## config.mk

```make
export PLATFORM = sky130hd
export DESIGN_NAME = ssd_scan
export DESIGN_NICKNAME = d
export VERILOG_FILES = /design/src/rtl/ssd_scan.sv
export SDC_FILE = /design/constraint.sdc
export NUM_CORES = 1
export LEC_CHECK = 0
export ABC_AREA = 0
export CORE_MARGIN = 1.5
export CORE_UTILIZATION = 28
export DETAILED_ROUTE_END_ITERATION = 8
export PLACE_DENSITY_LB_ADDON = 0.3
export SETUP_SLACK_MARGIN = 0.4
export SLEW_MARGIN = 40
export SYNTH_ARGS = -nofsm -noshare
export SYNTH_HDL_FRONTEND = slang
export SYNTH_SLANG_ARGS = --single-unit
```

## constraint.sdc

```tcl
create_clock -name clk -period 4.36 [get_ports clk]
set_clock_uncertainty 0.15 [all_clocks]
set_input_delay 0.436 -clock clk [delete_from_list [all_inputs] [get_ports clk]]
set_output_delay 0.436 -clock clk [all_outputs]
set_load 0.01 [all_outputs]
```

## src/rtl/ssd_scan.sv

```systemverilog
// Time-multiplexed scan driver for a common-anode seven-segment display.
// Each digit slot is a blanking gap followed by the lit period. Displayed data
// is swapped only at frame start, so one frame never mixes old and new values.
module ssd_scan #(
    parameter int NUM_DIGITS   = 4,
    parameter int PRESCALE     = 50000,
    parameter int BLANK_CYCLES = 2
) (
    input  logic                    clk,
    input  logic                    rst,
    input  logic                    en,
    input  logic                    load,
    input  logic [4*NUM_DIGITS-1:0] value,
    input  logic                    lz_en,
    output logic [3:0]              digit,
    output logic [NUM_DIGITS-1:0]   an,
    output logic                    frame_tick
);

    localparam int CNT_W = (PRESCALE > 1) ? $clog2(PRESCALE) : 1;
    localparam int IDX_W = $clog2(NUM_DIGITS);
    localparam int VW    = 4 * NUM_DIGITS;

    typedef enum logic [1:0] {IDLE, BLANK, SHOW} state_t;

    state_t            state_reg, state_next;
    logic [CNT_W-1:0]  cnt_reg, cnt_next;
    logic [IDX_W-1:0]  idx_reg, idx_next;

    logic [VW-1:0]     pending_reg, pending_next;
    logic              pend_vld_reg, pend_vld_next;
    logic [VW-1:0]     active_reg, active_next;

    logic [3:0]            digit_reg, digit_next;
    logic [NUM_DIGITS-1:0] an_reg, an_next;
    logic                  frame_tick_reg, frame_tick_next;

    logic                  frame_start;
    logic [3:0]            nib [NUM_DIGITS];
    logic [NUM_DIGITS-1:0] zero_above;
    logic                  suppress;

    // First cycle of digit 0's blanking gap is the frame boundary.
    assign frame_start = (state_reg == BLANK) && (cnt_reg == '0) && (idx_reg == '0);

    // Split the value being shown into nibbles and flag digits whose nibble
    // and everything more significant is zero (leading-zero candidates).
    // Outputs are built from next-cycle values, so look at active_next.
    generate
        for (genvar gi = 0; gi < NUM_DIGITS; gi++) begin : g_nib
            assign nib[gi]        = active_next[4*gi +: 4];
            assign zero_above[gi] = (active_next[VW-1:4*gi] == '0);
        end
    endgenerate

    // Pending/active data path: loads park in pending, promoted at frame start.
    always_comb begin
        pending_next  = pending_reg;
        pend_vld_next = pend_vld_reg;
        active_next   = active_reg;
        if (load) begin
            pending_next = value;
        end
        if (frame_start) begin
            if (load) begin
                active_next = value;
            end else if (pend_vld_reg) begin
                active_next = pending_reg;
            end
            pend_vld_next = 1'b0;
        end else if (load) begin
            pend_vld_next = 1'b1;
        end
    end

    // Scan FSM next-state: slot counter, digit index, blank/show phases.
    always_comb begin
        state_next = state_reg;
        cnt_next   = cnt_reg;
        idx_next   = idx_reg;
        if (!en) begin
            state_next = IDLE;
            cnt_next   = '0;
            idx_next   = '0;
        end else begin
            case (state_reg)
                IDLE: begin
                    state_next = BLANK;
                    cnt_next   = '0;
                    idx_next   = '0;
                end
                BLANK: begin
                    cnt_next = cnt_reg + CNT_W'(1);
                    if (cnt_reg == CNT_W'(BLANK_CYCLES - 1)) begin
                        state_next = SHOW;
                    end
                end
                SHOW: begin
                    if (cnt_reg == CNT_W'(PRESCALE - 1)) begin
                        cnt_next   = '0;
                        state_next = BLANK;
                        if (idx_reg == IDX_W'(NUM_DIGITS - 1)) begin
                            idx_next = '0;
                        end else begin
                            idx_next = idx_reg + IDX_W'(1);
                        end
                    end else begin
                        cnt_next = cnt_reg + CNT_W'(1);
                    end
                end
                default: begin
                    state_next = IDLE;
                    cnt_next   = '0;
                    idx_next   = '0;
                end
            endcase
        end
    end

    // Output decode from next-cycle state so the registered outputs line up
    // with the state they describe.
    always_comb begin
        suppress        = lz_en && (idx_next != '0) && zero_above[idx_next];
        an_next         = '1;
        digit_next      = 4'h0;
        frame_tick_next = (state_next == BLANK) && (cnt_next == '0) && (idx_next == '0);
        if (state_next != IDLE) begin
            digit_next = nib[idx_next];
        end
        if ((state_next == SHOW) && !suppress) begin
            an_next[idx_next] = 1'b0;
        end
    end

    // Scan state registers.
    always_ff @(posedge clk or posedge rst) begin
        if (rst) begin
            state_reg <= IDLE;
            cnt_reg   <= '0;
            idx_reg   <= '0;
        end else begin
            state_reg <= state_next;
            cnt_reg   <= cnt_next;
            idx_reg   <= idx_next;
        end
    end

    // Display data registers.
    always_ff @(posedge clk or posedge rst) begin
        if (rst) begin
            pending_reg  <= '0;
            pend_vld_reg <= 1'b0;
            active_reg   <= '0;
        end else begin
            pending_reg  <= pending_next;
            pend_vld_reg <= pend_vld_next;
            active_reg   <= active_next;
        end
    end

    // Registered outputs.
    always_ff @(posedge clk or posedge rst) begin
        if (rst) begin
            an_reg         <= '1;
            digit_reg      <= 4'h0;
            frame_tick_reg <= 1'b0;
        end else begin
            an_reg         <= an_next;
            digit_reg      <= digit_next;
            frame_tick_reg <= frame_tick_next;
        end
    end

    assign an         = an_reg;
    assign digit      = digit_reg;
    assign frame_tick = frame_tick_reg;

endmodule

```

---- Word-level counts from Yosys, hierarchy flattened ----
Cells that the tools add are included.
storage, ports and cells
  bits of input ports ..................... 21
  RAM bits ................................ 0
  memories kept ........................... 0
  bits in latches ......................... 0
  bits in registers ....................... 62
  memory bits (read-only) ................. 0
  logic and storage cells ................. 69
operators by class
  reduce and logical (&&, ||, !) cells .... 21
  multiply operators ...................... 0
  equality and inequality tests ........... 7
  bitwise logic cells ..................... 2
  shifts and indexed selects .............. 0
  add/subtract/negate cells ............... 2
  $lt $le $gt $ge ......................... 3
  div/mod/pow operators ................... 0
  muxes and demuxes ....................... 25
operators with widths
  cell                                                                     number
  16-bit two-way mux                                                       5
  16-bit zero test                                                         3
  16-bit one-hot mux with 2 select lines                                   1
  16-bit by 1-bit adder with 16-bit output (second input constant)         1
  16-bit by 1-bit equality test with 1-bit output (second input constant)  1
  16-bit equality test (second input constant)                             1
  4-bit two-way mux                                                        4
  12-bit zero test                                                         1
  2-bit two-way mux                                                        6
  4-bit binary-select mux with 2-bit select                                1
  1-bit logical AND                                                        8
  8-bit zero test                                                          1
  2-bit equality test (second input constant)                              3
  2-bit zero test                                                          3
  2-bit one-hot mux with 3 select lines                                    1
  2-bit nonzero test                                                       3
  2-bit by 1-bit equality test with 1-bit output (second input constant)   2
  4-bit zero test                                                          1
  1-bit two-way mux                                                        4
  4-bit NOT                                                                1
  2-bit one-hot mux with 2 select lines                                    1
  3-bit greater-or-equal comparator (second input constant)                1
  2-bit by 3-bit < comparator with 1-bit output (second input constant)    1
  2-bit NOT with 3-bit output                                              1
  5 further kinds                                                          5

---- Logic depth before layout (Yosys ltp) ----
  depth in word-level cells ............... 11
  mapped depth ............................ 10
  gate-level depth less buffers ........... 8

---- Least setup slack after synthesis ----
OpenSTA, ideal clock, no wires.
  path type ............................... reg-to-reg
  start ................................... register cnt_reg[4]
  end ..................................... register an_reg[1], in the netlist an[1]
  setup slack ............................. 1505 ps
  library setup time ...................... 94 ps
  stages on the path, launching flop included .. 8
  arrival ................................. 2611 ps
  clock period less this slack ............ 2855 ps
  cell sequence ........................... dfrtp_1 or4_4 and4b_2 nand2_4 o32a_1 o221a_4 or4_4 o311ai_2
between the ends
  cells in the longest elaborated chain, start to end .. 11
  elaborated cells on any way between the ends .. 32
  classes of those cells .................. order compare: 2; eq/ne: 3; mux: 13; bitwise: 1; reduce/logical: 13
RTL lines
  item                                                  RTL line  RTL
  start, declared                                       27        logic [CNT_W-1:0] cnt_reg, cnt_next;
  start signal, assigned                                143       cnt_reg <= cnt_next;
  16-bit zero test (*)                                  44        assign frame_start = (state_reg == BLANK) && (cnt_reg == '0) && (idx_reg == '0);
  1-bit logical AND (*) (2 in a row)                    44
  16-bit two-way mux (*)                                64        if (frame_start) begin
  named net active_next[6]                              32        logic [VW-1:0] active_reg, active_next;
  16-bit zero test or 12-bit zero test (tied branches)  52        assign zero_above[gi] = (active_next[VW-1:4*gi] == '0);
  1-bit binary-select mux with 2-bit select (*)         123       suppress = lz_en && (idx_next != '0) && zero_above[idx_next];
  1-bit two-way mux (not written as such) (*)           123
  1-bit logical AND (*)                                 123
  1-bit zero test (*)                                   130       if ((state_next == SHOW) && !suppress) begin
  1-bit logical AND (*)                                 130
  4-bit two-way mux (*)                                 130
  named net an_next[1]                                  35        logic [NUM_DIGITS-1:0] an_reg, an_next;
  end signal, assigned                                  168       an_reg <= an_next;
  end, declared                                         35
Mark *: on every way through the listed nets, which the timed path passes. The rest lies on a longest branch. The select of a mux whose other input is x is not followed.
A chain may end at the register's enable or synchronous reset.

---- Worst setup path in the final report ----
Same ends and word-level chain as after synthesis.

==> impl_metrics.json <==
{
  "outcome": "completed",
  "viasPerCell": 5.215,
  "synth_warnings": 0,
  "grt_pass1_vias": 2626,
  "std_cell_rows": 39,
  "clockBufferDepth": 2,
  "dr_total_vias": 2623,
  "antenna_cells": 0,
  "fill_cells": 1148,
  "grt_usage_pct": 13.55,
  "drt_iter0_markers": 221,
  "grt_pass1_wl_mm": 13.44,
  "finalHoldViolCount": 0,
  "place.gp.congestion": 0.7756,
  "synth_nets": 360,
  "routed_wl_mm": 7.776,
  "relSlewSlack_pct": 50.10,
  "synthTopCellsByCount": "dfrtp_1, nor2_1, inv_1, nand2_1",
  "cts.repair.resized": 0,
  "antenna_left": 0,
  "crit_fanout": 15,
  "die_w_um": 111.2,
  "crit_arrival_ps": 3630,
  "grt_max_degree": 33,
  "p_per_area_nw_per_um2": 485.5,
  "tightest_slew_ps": 742.7,
  "met2_length_mm": 3.715,
  "final-setup-viol-count": 0,
  "met1Wirelength_mm": 3.611,
  "dp.final_hpwl_mm": 5.621,
  "start_kind": "flip-flop",
  "hold_buffers": 0,
  "core_um2": 11420,
  "crit_path_end_kind": "flip-flop",
  "antenna_found_initial": 0,
  "pin_count": 30,
  "ys_async_sr_fraction_pct": 100.0,
  "fin_crit_ps": 3551,
  "ys_ff_latch": 62,
  "numCtsBuffers": 9,
  "utilization_pct": 35.33,
  "h-tree-depth": 3,
  "ys_seq_area_share_pct": 47.46,
  "first_pass_iters": 4,
  "fp.dieH_um": 111.2,
  "routed.top_layer": "met4",
  "wl_per_cell_um": 15.46,
  "route.detailed.drc": 0,
  "cts_tree": "built",
  "grt_overflow": 0,
  "min_period_over_period_pct": 81.44,
  "wl_met3_um": 344,
  "ir_worst_vdd_v": 0.0002104,
  "clock.fmax_mhz": 281.6,
  "drive_gt1_share_pct": 14.72,
  "place_inst": 487,
  "rsz0062_at_grt": "no",
  "cts_root_buf": "clkbuf_16",
  "clock_latency_ps": 330,
  "finalSetupTns_ps": 0,
  "drv_cap": 0,
  "syn_area_um2": 3279,
  "path_class": "flip-flop to flip-flop",
  "hold_class": "flip-flop to flip-flop",
  "cts_setup_buffers": 0,
  "syn_inst": 330,
  "clk_pin_slew_ps": 50,
  "netlist_top_cells_area": "dfrtp_1, nor2_1, mux2_2, ha_1, dfstp_2",
  "synth_edf_count": 0,
  "synthFlopType": "dfrtp_1",
  "yosys.area.top_type_share_pct": 44.26,
  "synth_most_common_cell": "dfrtp_1",
  "crit_required_ps": 4440,
  "synth_area_per_cell_um2": 9.938,
  "dieArea_um2": 12370,
  "synth.distinct_cells": 58,
  "rrSetupSlack_ps": 810,
  "areaGrowthSynthToFinish_pct": 23.01,
  "final_cells": 503,
  "clock-sinks": 62,
  "layout.nets": 385,
  "portBuffers": 29,
  "start_util_pct": 28.72,
  "synth_area_leader_cell": "dfrtp_1",
  "maxSlewViolCount": 0,
  "power_leakage_nw": 1.607,
  "power_w": 0.001959
}
report_power, final:
part | internal [W] | total, W | leakage [nW] | switching [W]
Clock | 0.000546 | 0.000791 | 0.166 | 0.000245
Combinational | 0.000190 | 0.000419 | 0.673 | 0.000229
Sequential | 0.000684 | 0.000748 | 0.768 | 0.0000646
worst max-delay path, cell delays in order, from the launching register on:
cell and delay (ps):
dfrtp_1 440, or4_4 570, and4b_2 500, nand3_1 540
o221a_4 450, or4_4 530, o311ai_2 260
cells by family after synthesis:
group           Yosys count  share of synthesized area (%)
xor+xnor                 15                          4.006
simple gates            122                          19.50
compound gates           68                          15.30
mux                      18                          6.028
flops                    62                          47.46
fa+ha+maj                 9                          3.434
buf+inv                  36                          4.273
through the flow:
| step | setup WS [ps] | hold WS [ps] | instance area, um^2 |
|---|---|---|---|
| finish | 809.3 | 348.0 | 4034 |
| global route | 617.1 | 374.4 | 4034 |
| CTS | 809.7 | 354.1 | 4034 |
| detailed placement | 837.4 | 340.7 | 3699 |
| global placement | 913.0 | 335.7 | 3699 |
| floorplan | 1505 | 321.6 | 3279 |
metal layers:
metal | vias up | GRT usage, %
met5 | - | 0
met4 | 0 | 3.629
met3 | 11 | 4.593
met2 | 82 | 21.31
met1 | 1288 | 17.83
li1 | 1242 | -
layout make-up:
cell class	count	area [um^2]	share of cell area (%)
clock buffer	13	270.3	6.700
clock inverter	3	65.06	1.613
inverter	18	67.56	1.675
multi-input combinational	232	1583	39.24
sequential	62	1556	38.59
tap	143	178.9	4.435
timing repair buffer	32	312.8	7.754
cells in the final DEF (no fill, tap or decap), types with 9 or more instances in the layout:
cell / count
dfrtp_1: 58
nor2_1: 45
clkdlybuf4s50_1: 29
inv_1: 17
nand2_1: 17
mux2_2: 14
a31oi_1: 11
o22ai_1: 10
nand3_1: 9
nand4_1: 9
ha_1: 9
clkbuf_16: 9
path summary, 6_finish.rpt:
path,startpoint,end,cells past startpoint
setup reg to reg,cnt_reg[4],an[1],6
setup / recovery,cnt_reg[4],an[1],6
hold / removal,pending_reg[1],pending_reg[1],1
max in group asynchronous,rst,an[1],3
min in group asynchronous,rst,pending_reg[6],2
hold reg to reg,pending_reg[1],pending_reg[1],1
No activity file was read; power rests on OpenSTA's default activity.
